## config.mk

```make
export PLATFORM = sky130hd
export DESIGN_NAME = seq_divider_hs
export DESIGN_NICKNAME = d
export VERILOG_FILES = /design/src/rtl/seq_divider_hs.sv
export SDC_FILE = /design/constraint.sdc
export NUM_CORES = 1
export LEC_CHECK = 0
export CORE_AREA = 2 2 61 121
export DETAILED_ROUTE_END_ITERATION = 12
export DIE_AREA = 0 0 63 123
export PLACE_DENSITY_LB_ADDON = 0.05
export SYNTH_ARGS = -nofsm -noshare
export SYNTH_HDL_FRONTEND = slang
export SYNTH_SLANG_ARGS = --single-unit
```

## constraint.sdc

```tcl
create_clock -name clk -period 3.1 [get_ports clk]
set_input_delay 0.62 -clock clk [delete_from_list [all_inputs] [get_ports clk]]
set_output_delay 0.62 -clock clk [all_outputs]
set_load 0.03 [all_outputs]
```

## src/rtl/seq_divider_hs.sv

```systemverilog
// Multi-cycle restoring integer divider with valid/ready handshakes on both sides.
// Signed/unsigned per transaction; fixed latency of WIDTH+1 cycles from accept to out_valid.
module seq_divider_hs #(
  parameter int WIDTH     = 8,
  parameter bit SIGNED_EN = 1'b1
) (
  input  logic             clk,
  input  logic             rst_n,
  input  logic             in_valid,
  output logic             in_ready,
  input  logic             in_signed,
  input  logic [WIDTH-1:0] in_dividend,
  input  logic [WIDTH-1:0] in_divisor,
  output logic             out_valid,
  input  logic             out_ready,
  output logic [WIDTH-1:0] out_quotient,
  output logic [WIDTH-1:0] out_remainder,
  output logic             out_div_zero,
  output logic             out_overflow
);
  localparam int CW = $clog2(WIDTH + 1);
  localparam logic [WIDTH-1:0] MIN_V  = {1'b1, {(WIDTH-1){1'b0}}};
  localparam logic [WIDTH-1:0] ONES_V = {WIDTH{1'b1}};

  typedef enum logic [1:0] {IDLE, BUSY, FIX, DONE} state_t;

  state_t           state;
  logic [CW-1:0]    cnt;
  logic [WIDTH:0]   rem;
  logic [WIDTH-1:0] dq;
  logic [WIDTH:0]   dvs;
  logic [WIDTH-1:0] a_orig;
  logic             neg_q, neg_r, dz, ov;

  // Operand magnitudes at accept time, WIDTH+1 bits so MIN negates exactly
  logic             sgn, a_neg, b_neg;
  logic [WIDTH:0]   a_ext, b_ext, a_mag, b_mag;
  assign sgn   = SIGNED_EN & in_signed;
  assign a_neg = sgn & in_dividend[WIDTH-1];
  assign b_neg = sgn & in_divisor[WIDTH-1];
  assign a_ext = {a_neg, in_dividend};
  assign b_ext = {b_neg, in_divisor};
  assign a_mag = a_neg ? -a_ext : a_ext;
  assign b_mag = b_neg ? -b_ext : b_ext;

  // One restoring step: shift in next dividend bit, subtract if it fits
  logic [WIDTH:0] shifted, diff;
  logic           fits;
  assign shifted = {rem[WIDTH-1:0], dq[WIDTH-1]};
  assign diff    = shifted - dvs;
  assign fits    = (shifted >= dvs);

  logic [WIDTH-1:0] q_fix, r_fix;
  assign q_fix = neg_q ? -dq : dq;
  assign r_fix = neg_r ? -rem[WIDTH-1:0] : rem[WIDTH-1:0];

  always_ff @(posedge clk or negedge rst_n) begin
    if (!rst_n) begin
      state         <= IDLE;
      in_ready      <= 1'b1;
      out_valid     <= 1'b0;
      out_quotient  <= '0;
      out_remainder <= '0;
      out_div_zero  <= 1'b0;
      out_overflow  <= 1'b0;
      cnt           <= '0;
      rem           <= '0;
      dq            <= '0;
      dvs           <= '0;
      a_orig        <= '0;
      neg_q         <= 1'b0;
      neg_r         <= 1'b0;
      dz            <= 1'b0;
      ov            <= 1'b0;
    end else begin
      case (state)
        IDLE: if (in_valid) begin
          // Top magnitude bit seeds the partial remainder (always 0, keeps full width)
          rem      <= {{WIDTH{1'b0}}, a_mag[WIDTH]};
          dq       <= a_mag[WIDTH-1:0];
          dvs      <= b_mag;
          a_orig   <= in_dividend;
          neg_q    <= a_neg ^ b_neg;
          neg_r    <= a_neg;
          dz       <= (in_divisor == '0);
          ov       <= sgn && (in_dividend == MIN_V) && (in_divisor == ONES_V);
          cnt      <= CW'(WIDTH);
          in_ready <= 1'b0;
          state    <= BUSY;
        end
        BUSY: begin
          rem <= fits ? diff : shifted;
          dq  <= {dq[WIDTH-2:0], fits};
          cnt <= cnt - 1'b1;
          if (cnt == CW'(1)) state <= FIX;
        end
        FIX: begin
          if (dz) begin
            out_quotient  <= ONES_V;
            out_remainder <= a_orig;
          end else if (ov) begin
            out_quotient  <= MIN_V;
            out_remainder <= '0;
          end else begin
            out_quotient  <= q_fix;
            out_remainder <= r_fix;
          end
          out_div_zero <= dz;
          out_overflow <= ov && !dz;
          out_valid    <= 1'b1;
          state        <= DONE;
        end
        DONE: if (out_ready) begin
          out_valid    <= 1'b0;
          out_div_zero <= 1'b0;
          out_overflow <= 1'b0;
          in_ready     <= 1'b1;
          state        <= IDLE;
        end
        default: begin
          state     <= IDLE;
          in_ready  <= 1'b1;
          out_valid <= 1'b0;
        end
      endcase
    end
  end
endmodule

```

Yosys cells after proc, flatten, opt, wreduce, memory -nomap -nowiden
Index checks and enable logic that the tools add are counted.

storage, ports and cells
  logic and storage cells = 75
  flip-flop bits (word level) = 63

cells by class
  bitwise gates (word level) = 3
  $add $sub $neg = 6
  equality and inequality tests = 9
  magnitude comparators = 1
  mux-type cells = 26
  reduce and logical (&&, ||, !) cells = 14

operator list
  cell                                                  count
  two-way mux 8 bit                                     9
  one-hot mux 8 bit (2 select lines)                    2
  two-way mux 9 bit                                     2
  negation 9 bit                                        2
  equality test 8 bit (second input constant)           2
  negation 8 bit                                        2
  >= comparator 9 bit                                   1
  zero test 8 bit                                       1
  one-hot mux 1 bit (2 select lines)                    4
  one-hot mux 2 bit (4 select lines)                    1
  one-hot mux 4 bit (2 select lines)                    1
  subtractor 8 bit                                      1
  two-way mux 2 bit                                     3
  inequality test 2 bit (second input constant)         3
  AND reduction 2 bit                                   3
  AND reduction 3 bit                                   2
  nonzero test 2 bit                                    3
  equality test 2 bit (second input constant)           2
  equality test 4 x 1 -> 1 bit (second input constant)  1
  two-way mux 4 bit                                     1
  subtractor 4 x 1 -> 4 bit (second input constant)     1
  logical AND 1 bit                                     3
  two-way mux 1 bit                                     3
  bitwise AND 1 bit                                     2
  4 further kinds                                       4

Depth between registers and ports, before layout
Gate-level depths: netlist (run 1).

  depth after elaboration = 5
  mapped depth = 10
  depth with buffers taken out = 10

Worst setup path before layout (run 1)
Ideal clock, no wire load.

  kind = register -> register
  start point = register rem[3]
  end point = register rem[0]
  setup slack = 1097 ps
  setup time = 122 ps
  data arrival time = 1881 ps
  cell stages (with the launch flop) = 8
  buffers on the path = 0
  cells stage by stage = dfrtp_1 ha_1 and3_1 a211oi_1 o21a_1 o21ai_4 mux2i_1 a32o_1

between the ends
  word-level cells in the longest chain between the ends = 3

ends and longest elaborated chain
  item                                RTL line  RTL
  start, declared                     29        logic [WIDTH:0] rem;
  start signal, assigned              79        rem <= {{WIDTH{1'b0}}, a_mag[WIDTH]};
  start signal, assigned              92        rem <= fits ? diff : shifted;
  >= comparator 9 bit                 51        assign fits = (shifted >= dvs);
  two-way mux 8 bit                   92
  one-hot mux 8 bit (2 select lines)  76        case (state)

No other way between the ends.
A chain may end at the register's enable or synchronous reset.

Final worst setup path (run 1)
  start point = register rem[3]
  end point = register rem[4]

between the ends
  word-level cells in the longest chain between the ends = 3
  elaborated cells between the ends (all ways) = 4
  those cells by class = add/sub: 1; order compare: 1; mux: 2

ends and longest elaborated chain
  item                                                     RTL line
  subtractor 8 bit or >= comparator 9 bit (tied branches)  50, 51
  two-way mux 8 bit *                                      92
  one-hot mux 8 bit (2 select lines) *                     76

Mark *: on every way between the ends. The rest lies on a longest branch, timed or not.

==> results of run 1 <==
logic make-up (layout without fill, tap and decap cells):
logic type | count (synthesis) | count (layout)
AOI/OAI and AO/OA | 119 | 119
xor gates and xnor gates | 26 | 26
adders and majority gates | 21 | 21
buffers and inverters | 49 | 94
DFF | 63 | 63
muxes | 17 | 17
and+or+nand+nor | 130 | 130
per-layer routing:
| metal | wire length [um] | part of all wire |
|---|---|---|
| met5 | 0 | 0 |
| met4 | 393 | 0.046 |
| met3 | 363 | 0.042 |
| met2 | 4425 | 0.52 |
| met1 | 3376 | 0.39 |
worst register-to-register path: stages (launching register included):
cell and delay [ns]:
dfrtp_1 0.47, ha_1 0.42, and3_1 0.19, a211oi_1 0.05, o21a_1 0.19, o21ai_4 0.42, mux2i_1 0.31, o21ai_0 0.12
power by group through the flow:
stage          sequential, W  combinational [W]  clock, W
3_5_place_dp         0.00150            0.00256         0
5_1_grt              0.00155            0.00288   0.00101
6_report             0.00149            0.00256  0.000963
3_3_place_gp         0.00148            0.00248         0
4_1_cts              0.00149            0.00258  0.000977
2_1_floorplan        0.00165            0.00164         0
stage by stage:
step | std cells | power (W) | cell area, um2 | hold WS (ns) | setup slack, ns
2_1_floorplan | 425 | 0.003290 | 3722 | 0.3244 | 1.097
3_3_place_gp | 544 | 0.003958 | 4212 | 0.4628 | 0.6847
3_5_place_dp | 544 | 0.004065 | 4212 | 0.4732 | 0.6259
4_1_cts | 560 | 0.005046 | 4508 | 0.3615 | 0.8114
5_1_grt | 560 | 0.005436 | 4508 | 0.3985 | 0.6341
6_report | 560 | 0.005015 | 4508 | 0.3511 | 0.7838
layout by cell type (no fill, tap or decap), drive strengths merged, types with 2 or more instances in the layout:
| cell type | Yosys | final |
|---|---|---|
| dfrtp | 62 | 62 |
| nand2 | 52 | 52 |
| o21ai | 47 | 47 |
| a21oi | 43 | 43 |
| nor2 | 40 | 40 |
| clkdlybuf4s50 | 0 | 39 |
| inv | 32 | 32 |
| ha | 20 | 20 |
| xnor2 | 17 | 17 |
| clkbuf | 16 | 14 |
| mux2i | 11 | 11 |
| nor3 | 11 | 11 |
| xor2 | 9 | 9 |
| nand3 | 7 | 7 |
| buf | 1 | 7 |
| mux2 | 6 | 6 |
| or3 | 5 | 5 |
| o31ai | 5 | 5 |
| o41ai | 4 | 4 |
| a211oi | 3 | 3 |
| o21bai | 3 | 3 |
| a31oi | 3 | 3 |
| or4 | 3 | 3 |
| a221oi | 3 | 3 |
| nand2b | 3 | 3 |
| and3 | 2 | 2 |
| nand4 | 2 | 2 |
| nor4 | 2 | 2 |
| o22a | 2 | 2 |
final timing paths:
check                              endpoint  cells after the start
max                                  rem[4]                      7
min                        out_remainder[1]                      1
max reg2reg                          rem[4]                      7
min reg2reg                          dvs[2]                      2
max in group asynchronous          in_ready                      2
min in group clk                     dvs[2]                      2
final cells by class:
class                      count  area (um2)  share of cell area
inverter                      32       120.1             0.02664
tap                           90       112.6             0.02498
multi-input combinational    313        1961              0.4349
timing repair buffer          46       440.4             0.09770
clock inverter                 2       12.51            0.002775
clock buffer                  14       284.0             0.06300
sequential                    63        1578              0.3500
registers in the layout, indices dropped and copies added, names as in the netlist:
register,flops
a_orig,8
out_quotient,8
cnt,4
dq,8
dvs,9
dz,1
out_valid,1
neg_r,1
rem,8
neg_q,1
in_ready,1
out_overflow,1
state,2
ov,1
out_div_zero,1
out_remainder,8
==> results.py, run 1 <==
metrics = {
    "run_status": {
        "status": "finished clean",
    },
    "hold_path": {
        "hp-class": "in -> async",
    },
    "timing": {
        "final-setup-viol-count": 0,
        "finalCritPeriodShare": 0.7472,
        "skew_ns": 0.004906,
        "tns_ns": 0,
        "fmax_mhz": 431.7,
        "slew_viol_final": 0,
        "worst-slew-pin-transition_ns": 1.112,
        "fin_crit_ns": 2.316,
        "slew-limit-headroom": 0.2537,
        "finalHoldViolCount": 0,
        "rsz0062_at_grt": "no",
    },
    "finish": {
        "fillers": 617,
        "diodes": 0,
        "syn_to_final_growth_pct": 21.11,
        "drive_gt1_frac": 0.07021,
        "nNetsFinal": 507,
        "finish.utilization": 0.6598,
    },
    "floorplan": {
        "chipHeight_um": 123,
        "coreArea_um2": 6833,
        "start_util": 0.5448,
        "die_area_um2": 7749,
        "ioPinCount": 41,
        "die_x_um": 63,
        "num_rows": 43,
    },
    "pwr": {
        "power.density_nw_per_um2": 1113,
        "p_clk_frac": 0.192,
        "power_frac_comb": 0.511,
        "intPower_w": 0.002884,
        "seqPwrFrac": 0.297,
        "ir_worst_vdd_uv": 514.5,
        "switching_power_w": 0.002131,
        "switching_share": 0.4249,
        "p_leak_nw": 1.981,
    },
    "worst_setup_path": {
        "worstPathRequired_ns": 3.29,
        "worstPathMaxFanout": 10,
        "worstSetupStartpoint": "rem[3]",
        "crit_type": "reg -> reg",
        "crit_family": "compound AO/OA/AOI/OAI gates",
        "path_cells": "ha_1, and3_1, a211oi_1, o21a_1, o21ai_4, mux2i_1, o21ai_0",
        "cp-end-kind": "register",
        "cp.arrival_ns": 2.50,
        "cp_num_buf_inv": 0,
        "crit_path_top_delay_cell": "dfrtp_1",
        "crit_path_start_kind": "register",
        "reg2reg_slack_ns": 0.78,
        "max_stage_delay_ns": 0.47,
        "timing.rr.start": "rem[3]",
    },
    "global_routing": {
        "grt_use_total": 0.2386,
        "antenna_found_initial": 0,
        "grt_use_met3": 0.04550,
        "grt_pass1_vias": 3251,
        "grt_busiest_layer": "met2",
        "grt_util_met2": 0.4235,
        "grt_pass1_wl_mm": 14.27,
        "gr-total-overflow": 0,
        "grt_max_degree": 34,
        "met1_usage": 0.2550,
    },
    "drt": {
        "drt_pass1_iterations": 6,
        "ant_nets": 0,
        "vias": 3207,
        "dr.first_iter.drc_count": 143,
        "via_per_inst": 5.727,
        "post_drt_wl_per_cell_um": 15.28,
        "totalWireLength_mm": 8.559,
        "drc": 0,
    },
    "flow_run": {
        "cap_violations": 0,
    },
    "synthesis": {
        "yosys-mux-area-fraction": 0.04773,
        "syn_nets": 467,
        "synth_top_area_share": 0.4168,
        "yosys_warnings": 0,
        "synth-seq-area-share": 0.4239,
        "synth_top_family_by_area": "compound AO/OA/AOI/OAI gates",
        "synthCells": 425,
        "ys_ff_latch": 63,
        "syn_avg_cell_area_um2": 8.758,
        "synthAdderAreaFrac": 0.07261,
        "synthesis.area_um2": 3722,
        "ys.flop_type": "dfrtp_1",
        "synth.distinct_cells": 44,
        "yosys.area_share.simple": 0.1539,
        "synth-xor-area-share": 0.06118,
        "synth-async-reset-ratio": 1.000,
        "synth.most_common_cell": "dfrtp_1",
        "synth_area_leaders": "dfrtp_1, ha_1, o21ai_0, a21oi_1, nand2_1",
        "yosys.area.top_type": "dfrtp_1",
        "synth_edf_count": 0,
        "synth_top_cells_by_count": "dfrtp_1, nand2_1, o21ai_0, a21oi_1, nor2_1",
        "synth-compound-area-share": 0.1913,
    },
    "place": {
        "numPortBuffers": 40,
        "gp_congestion": 0.8906,
        "place.detailed.hpwl_mm": 6.481,
    },
    "cts": {
        "clock-sinks": 63,
        "clock_latency_ns": 0.33,
        "ctsResizeCount": 0,
        "post_cts_buffers": 0,
        "path_clk_slew_ns": 0.05,
        "hold_buffers": 0,
        "clock_path_buffers": 2,
        "cts-root-buf": "clkbuf_16",
        "cts_buffers": 9,
        "htreeDepth": 3,
        "cts_tree": "built",
    },
}
Power figures use the tool's default switching activity.
==> run 2: changes to the inputs <==
CORE_AREA = 2 2 64 126   (was 2 2 61 121)
DIE_AREA = 0 0 66 128   (was 0 0 63 123)
clock period = 1.9 ns   (was 3.1 ns; I/O delays follow)
==> results.py, run 2 (synthesis results as in run 1) <==
metrics = {
    "cts": {
        "htreeDepth": 3,
        "clock_path_buffers": 2,
        "clock_latency_ns": 0.33,
        "path_clk_slew_ns": 0.05,
        "cts_buffers": 9,
        "cts-root-buf": "clkbuf_16",
        "clock-sinks": 63,
        "cts_tree": "built",
    },
    "timing": {
        "skew_ns": 0.004236,
        "finalWorstSetupSlack_ns": -0.1024,
        "fmax_mhz": 499.4,
        "worst-slew-pin-transition_ns": 0.4960,
        "finalCritPeriodShare": 1.054,
        "slew-limit-headroom": 0.6693,
        "finalHoldViolCount": 0,
        "fin_worst_hold_slack_ns": 0.4806,
        "final-setup-viol-count": 6,
        "slew_viol_final": 0,
        "fin_crit_ns": 2.002,
        "rsz0062_at_grt": "yes",
    },
    "worst_setup_path": {
        "cp-end-kind": "register",
        "reg2reg_depth": 7,
        "worstPathRequired_ns": 2.11,
        "cp.arrival_ns": 2.21,
        "reg2reg_slack_ns": -0.10,
        "timing.rr.start": "rem[3]",
        "r2r_end": "out_remainder[7]",
        "worstPathMaxFanout": 6,
        "crit_path_start_kind": "register",
        "crit_type": "reg -> reg",
    },
    "pwr": {
        "p_leak_nw": 2.304,
        "power.density_nw_per_um2": 1804,
        "power.total_w": 0.009352,
        "ir_worst_vdd_uv": 1261,
    },
    "drt": {
        "drc": 0,
        "vias": 3414,
        "via_per_inst": 5.489,
        "dr.first_iter.drc_count": 142,
        "post_drt_wl_per_cell_um": 15.81,
        "ant_nets": 0,
        "drt_pass1_iterations": 4,
        "totalWireLength_mm": 9.832,
    },
    "finish": {
        "fin_cells": 622,
        "regArea_um2": 1579,
        "finish.utilization": 0.6872,
        "final_common_cell": "dfrtp_1",
        "fillers": 638,
        "nNetsFinal": 565,
        "syn_to_final_growth_pct": 39.29,
        "diodes": 0,
        "largest_register": "dvs",
        "largest_register_ffs": 9,
        "layout_common_cells": "dfrtp_1, nand2_1, buf_4",
        "drive_gt1_frac": 0.2102,
        "multi_input_area_um2": 2127,
    },
    "hold_path": {
        "min_to": "dvs[7]",
        "min_path_cells": 2,
        "min-delay-start": "dvs[7]",
        "hp-class": "reg -> reg",
    },
    "run_status": {
        "status": "finished with violations",
        "violations": "negative setup slack",
    },
    "global_routing": {
        "met1_usage": 0.2527,
        "grt_busiest_layer": "met2",
        "grt_use_total": 0.2486,
        "antenna_found_initial": 0,
        "grt_util_met2": 0.4664,
        "grt_max_degree": 50,
        "grt_pass1_vias": 3376,
        "gr-total-overflow": 0,
        "grt_pass1_wl_mm": 15.85,
        "grt_use_met3": 0.03775,
    },
    "floorplan": {
        "coreArea_um2": 7545,
        "ioPinCount": 41,
        "die_x_um": 66,
        "start_util": 0.4934,
        "die_area_um2": 8448,
        "num_rows": 45,
        "chipHeight_um": 128,
    },
    "place": {
        "place.detailed.hpwl_mm": 7.298,
        "place_ws_ns": -0.2335,
        "numPortBuffers": 40,
        "place_inst": 598,
        "gp_congestion": 0.8197,
    },
    "flow_run": {
        "cap_violations": 0,
    },
}
## run 2: repair_timing
action / in CTS / in global routing
hold endpoints to repair: 13 / 0
gates resized for setup: 8 / 31
buffers inserted: 1 / 5
cloned: 1 / 0
pin swaps: 3 / 23
setup endpoints to repair: 10 / 15
hold buffers: 1 / 0
## run 2: routing by layer
layer | wire, um | share of wire
met1 | 3532 | 0.36
met4 | 424 | 0.043
met2 | 5630 | 0.57
met5 | 0 | 0
met3 | 245 | 0.025
## run 2: worst max-delay path by stage
stage                            end  slack, ns            from
finish              out_remainder[7]      -0.10          rem[3]
global route        out_remainder[7]      -0.21          rem[3]
CTS                 out_remainder[7]       -0.1          rem[5]
detailed placement             dq[5]      -0.23  in_dividend[0]
global placement               dq[5]      -0.21  in_dividend[1]
floorplan                     rem[0]     -0.001          rem[4]
## run 2: area by class of cell
type | instances | area share
sequential | 63 | 0.3045
clock buffer | 15 | 0.04971
multi-input combinational | 314 | 0.4102
clock inverter | 1 | 0.005792
tap | 94 | 0.02268
timing repair buffer | 103 | 0.1834
inverter | 32 | 0.02365
## run 2: where the power goes
group          internal [W]  total, W  switching (W)
Sequential          0.00194   0.00240       0.000460
Combinational       0.00253   0.00535        0.00282
Clock               0.00105   0.00161       0.000555
Total               0.00552   0.00935        0.00383
## run 2: through the flow
step / cell area (um2) / TNS (ns)
after floorplan: 3769 / -0.001079
after global placement: 4688 / -1.134
after detailed placement: 4688 / -1.548
after CTS: 5021 / -0.2972
after global routing: 5185 / -1.129
final: 5185 / -0.2963
## run 2: worst max-delay path, stage by stage, from the launching register on
cell	delay (ns)
dfrtp_2	0.42
buf_4	0.17
or4_4	0.51
o41ai_4	0.22
xor2_1	0.19
nor3_1	0.07
a21oi_1	0.20
a21oi_1	0.09
==> run 3: changes to the inputs <==
PLACE_DENSITY = 0.78   (was unset)
PLACE_DENSITY_LB_ADDON = unset   (was 0.05)
==> results.py, run 3 (synthesis results as in run 1) <==
metrics = {
    "run_status": {
        "status": "finished with violations",
        "violations": "negative setup slack",
    },
    "hold_path": {
        "hp-class": "in -> async",
    },
    "timing": {
        "slew-limit-headroom": 0.5545,
        "fmax_mhz": 476.3,
        "finalHoldViolCount": 0,
        "fin_crit_ns": 2.100,
        "worst-slew-pin-transition_ns": 0.6682,
        "slew_viol_final": 0,
        "finalWorstSetupSlack_ns": -0.1996,
        "rsz0062_at_grt": "yes",
        "final-setup-viol-count": 11,
        "skew_ns": 0.005819,
        "finalCritPeriodShare": 1.105,
    },
    "drt": {
        "routed-wl-met3_um": 553,
        "totalWireLength_mm": 11.62,
        "dr.first_iter.drc_count": 360,
        "drt_pass1_iterations": 5,
        "vias": 3724,
        "top_layer": "met4",
        "ant_nets": 0,
        "via_per_inst": 5.921,
        "wl_met2_mm": 6.229,
        "wl_met1_mm": 3.900,
        "post_drt_wl_per_cell_um": 18.48,
        "drc": 0,
    },
    "global_routing": {
        "grt_max_degree": 36,
        "grt_pass1_wl_mm": 17.75,
        "antenna_found_initial": 0,
        "grt_use_total": 0.2758,
        "gr-total-overflow": 0,
        "grt_pass1_vias": 3712,
    },
    "worst_setup_path": {
        "worstPathRequired_ns": 2.10,
        "crit_path_start_kind": "register",
        "crit_type": "reg -> reg",
        "cp.arrival_ns": 2.30,
        "cp-end-kind": "register",
        "worstPathMaxFanout": 5,
    },
    "finish": {
        "layout_common_cells": "dfrtp_1, buf_4, nand2_1",
        "drive_gt1_frac": 0.2523,
        "diodes": 0,
        "final_cell_area_um2": 5341,
        "nNetsFinal": 572,
        "fin_cells": 629,
        "largest_register": "dvs",
        "finish.utilization": 0.7080,
        "largest_register_ffs": 9,
        "final_common_cell": "dfrtp_1",
        "syn_to_final_growth_pct": 43.50,
    },
    "floorplan": {
        "start_util": 0.4934,
        "die_x_um": 66,
        "die_area_um2": 8448,
        "coreArea_um2": 7545,
        "num_rows": 45,
        "ioPinCount": 41,
        "chipHeight_um": 128,
    },
    "pwr": {
        "power.total_w": 0.01028,
        "seqPwrFrac": 0.237,
        "intPower_w": 0.005966,
        "ir_worst_vdd_uv": 959.7,
        "power.density_nw_per_um2": 1924,
        "p_leak_nw": 2.347,
        "p_clk_frac": 0.177,
        "switching_power_w": 0.004313,
        "power_frac_comb": 0.587,
        "switching_share": 0.4196,
    },
    "flow_run": {
        "cap_violations": 0,
    },
    "place": {
        "place_area_um2": 4661,
        "numPortBuffers": 40,
        "place_inst": 596,
        "place.detailed.hpwl_mm": 7.314,
        "gp_congestion": 0.8394,
    },
    "cts": {
        "path_clk_slew_ns": 0.06,
        "clock-sinks": 63,
        "cts_buffers": 9,
        "cts-root-buf": "clkbuf_16",
        "htreeDepth": 3,
        "clock_latency_ns": 0.34,
        "cts_tree": "built",
        "hold_buffers": 0,
        "clock_path_buffers": 2,
    },
}
==> run 3: changes by cell type in the layout (fill, tap and decap cells not counted), moves of 3 or more <==
cell,delta
o21ai_1,+3
a21oi_1,-3
o21ai_0,-3
clkbuf_1,-3
buf_4,+5
a21oi_2,+3
inv_1,-3
buf_6,+4
==> run 3: through the flow <==
step,hold WS [ns],TNS [ns],worst slack (ns)
CTS,0.01452,-0.3654,-0.09323
finish,0.005257,-1.374,-0.1996
floorplan,0.08441,-0.001079,-0.001079
global placement,0.3538,-0.8231,-0.2025
global route,0.03105,-2.399,-0.2622
detailed placement,0.3592,-1.260,-0.2526
==> run 3: path summary, 6_finish.rpt <==
check / start / to / slack, ns / depth (start not counted)
max in group asynchronous: rst_n / dvs[7] / 1.26 / 2
worst min register to register: dvs[7] / dvs[7] / 0.48 / 2
worst min-delay path: rst_n / out_valid / 0.005 / 1
worst max-delay path: rem[2] / rem[5] / -0.20 / 10
worst max register to register: rem[2] / rem[5] / -0.20 / 10
min in group clk: dvs[7] / dvs[7] / 0.48 / 2
==> run 3: layer usage <==
layer / track usage / vias to the layer above
li1: - / 1685
met1: 0.2781 / 1776
met2: 0.4973 / 190
met3: 0.04478 / 73
met4: 0.1897 / 0
met5: 0 / -
==> run 3: power by group through the flow <==
stage / combinational (W) / sequential [W] / clock (W)
finish: 0.00603 / 0.00243 / 0.00182
global route: 0.00648 / 0.00250 / 0.00188
CTS: 0.00536 / 0.00240 / 0.00179
detailed placement: 0.00488 / 0.00240 / 0
global placement: 0.00469 / 0.00236 / 0
floorplan: 0.00276 / 0.00269 / 0
==> run 3: what timing repair did <==
action	4_1_cts	5_1_grt
pin swaps	12	19
cloned	1	0
buffers inserted	7	9
setup endpoints to repair	10	16
gates resized for setup	26	34
==> run 3: final cells by class <==
type | count | area [um2]
Clock inverter | 3 | 65.06
Fill cell | 534 | 2203
Multi-Input combinational cell | 314 | 2192
Sequential cell | 63 | 1580
Timing Repair Buffer | 110 | 998.5
Inverter | 32 | 127.6
Tap cell | 94 | 117.6
Clock buffer | 13 | 260.3
==> run 3: critical path, cell delays in order, from the launching register on <==
cell,delay (ns)
dfrtp_1,0.40
buf_6,0.13
ha_4,0.21
and3_4,0.14
a211oi_2,0.20
o21a_2,0.28
o21ai_4,0.12
buf_4,0.16
buf_6,0.10
mux2i_1,0.13
o21ai_0,0.08
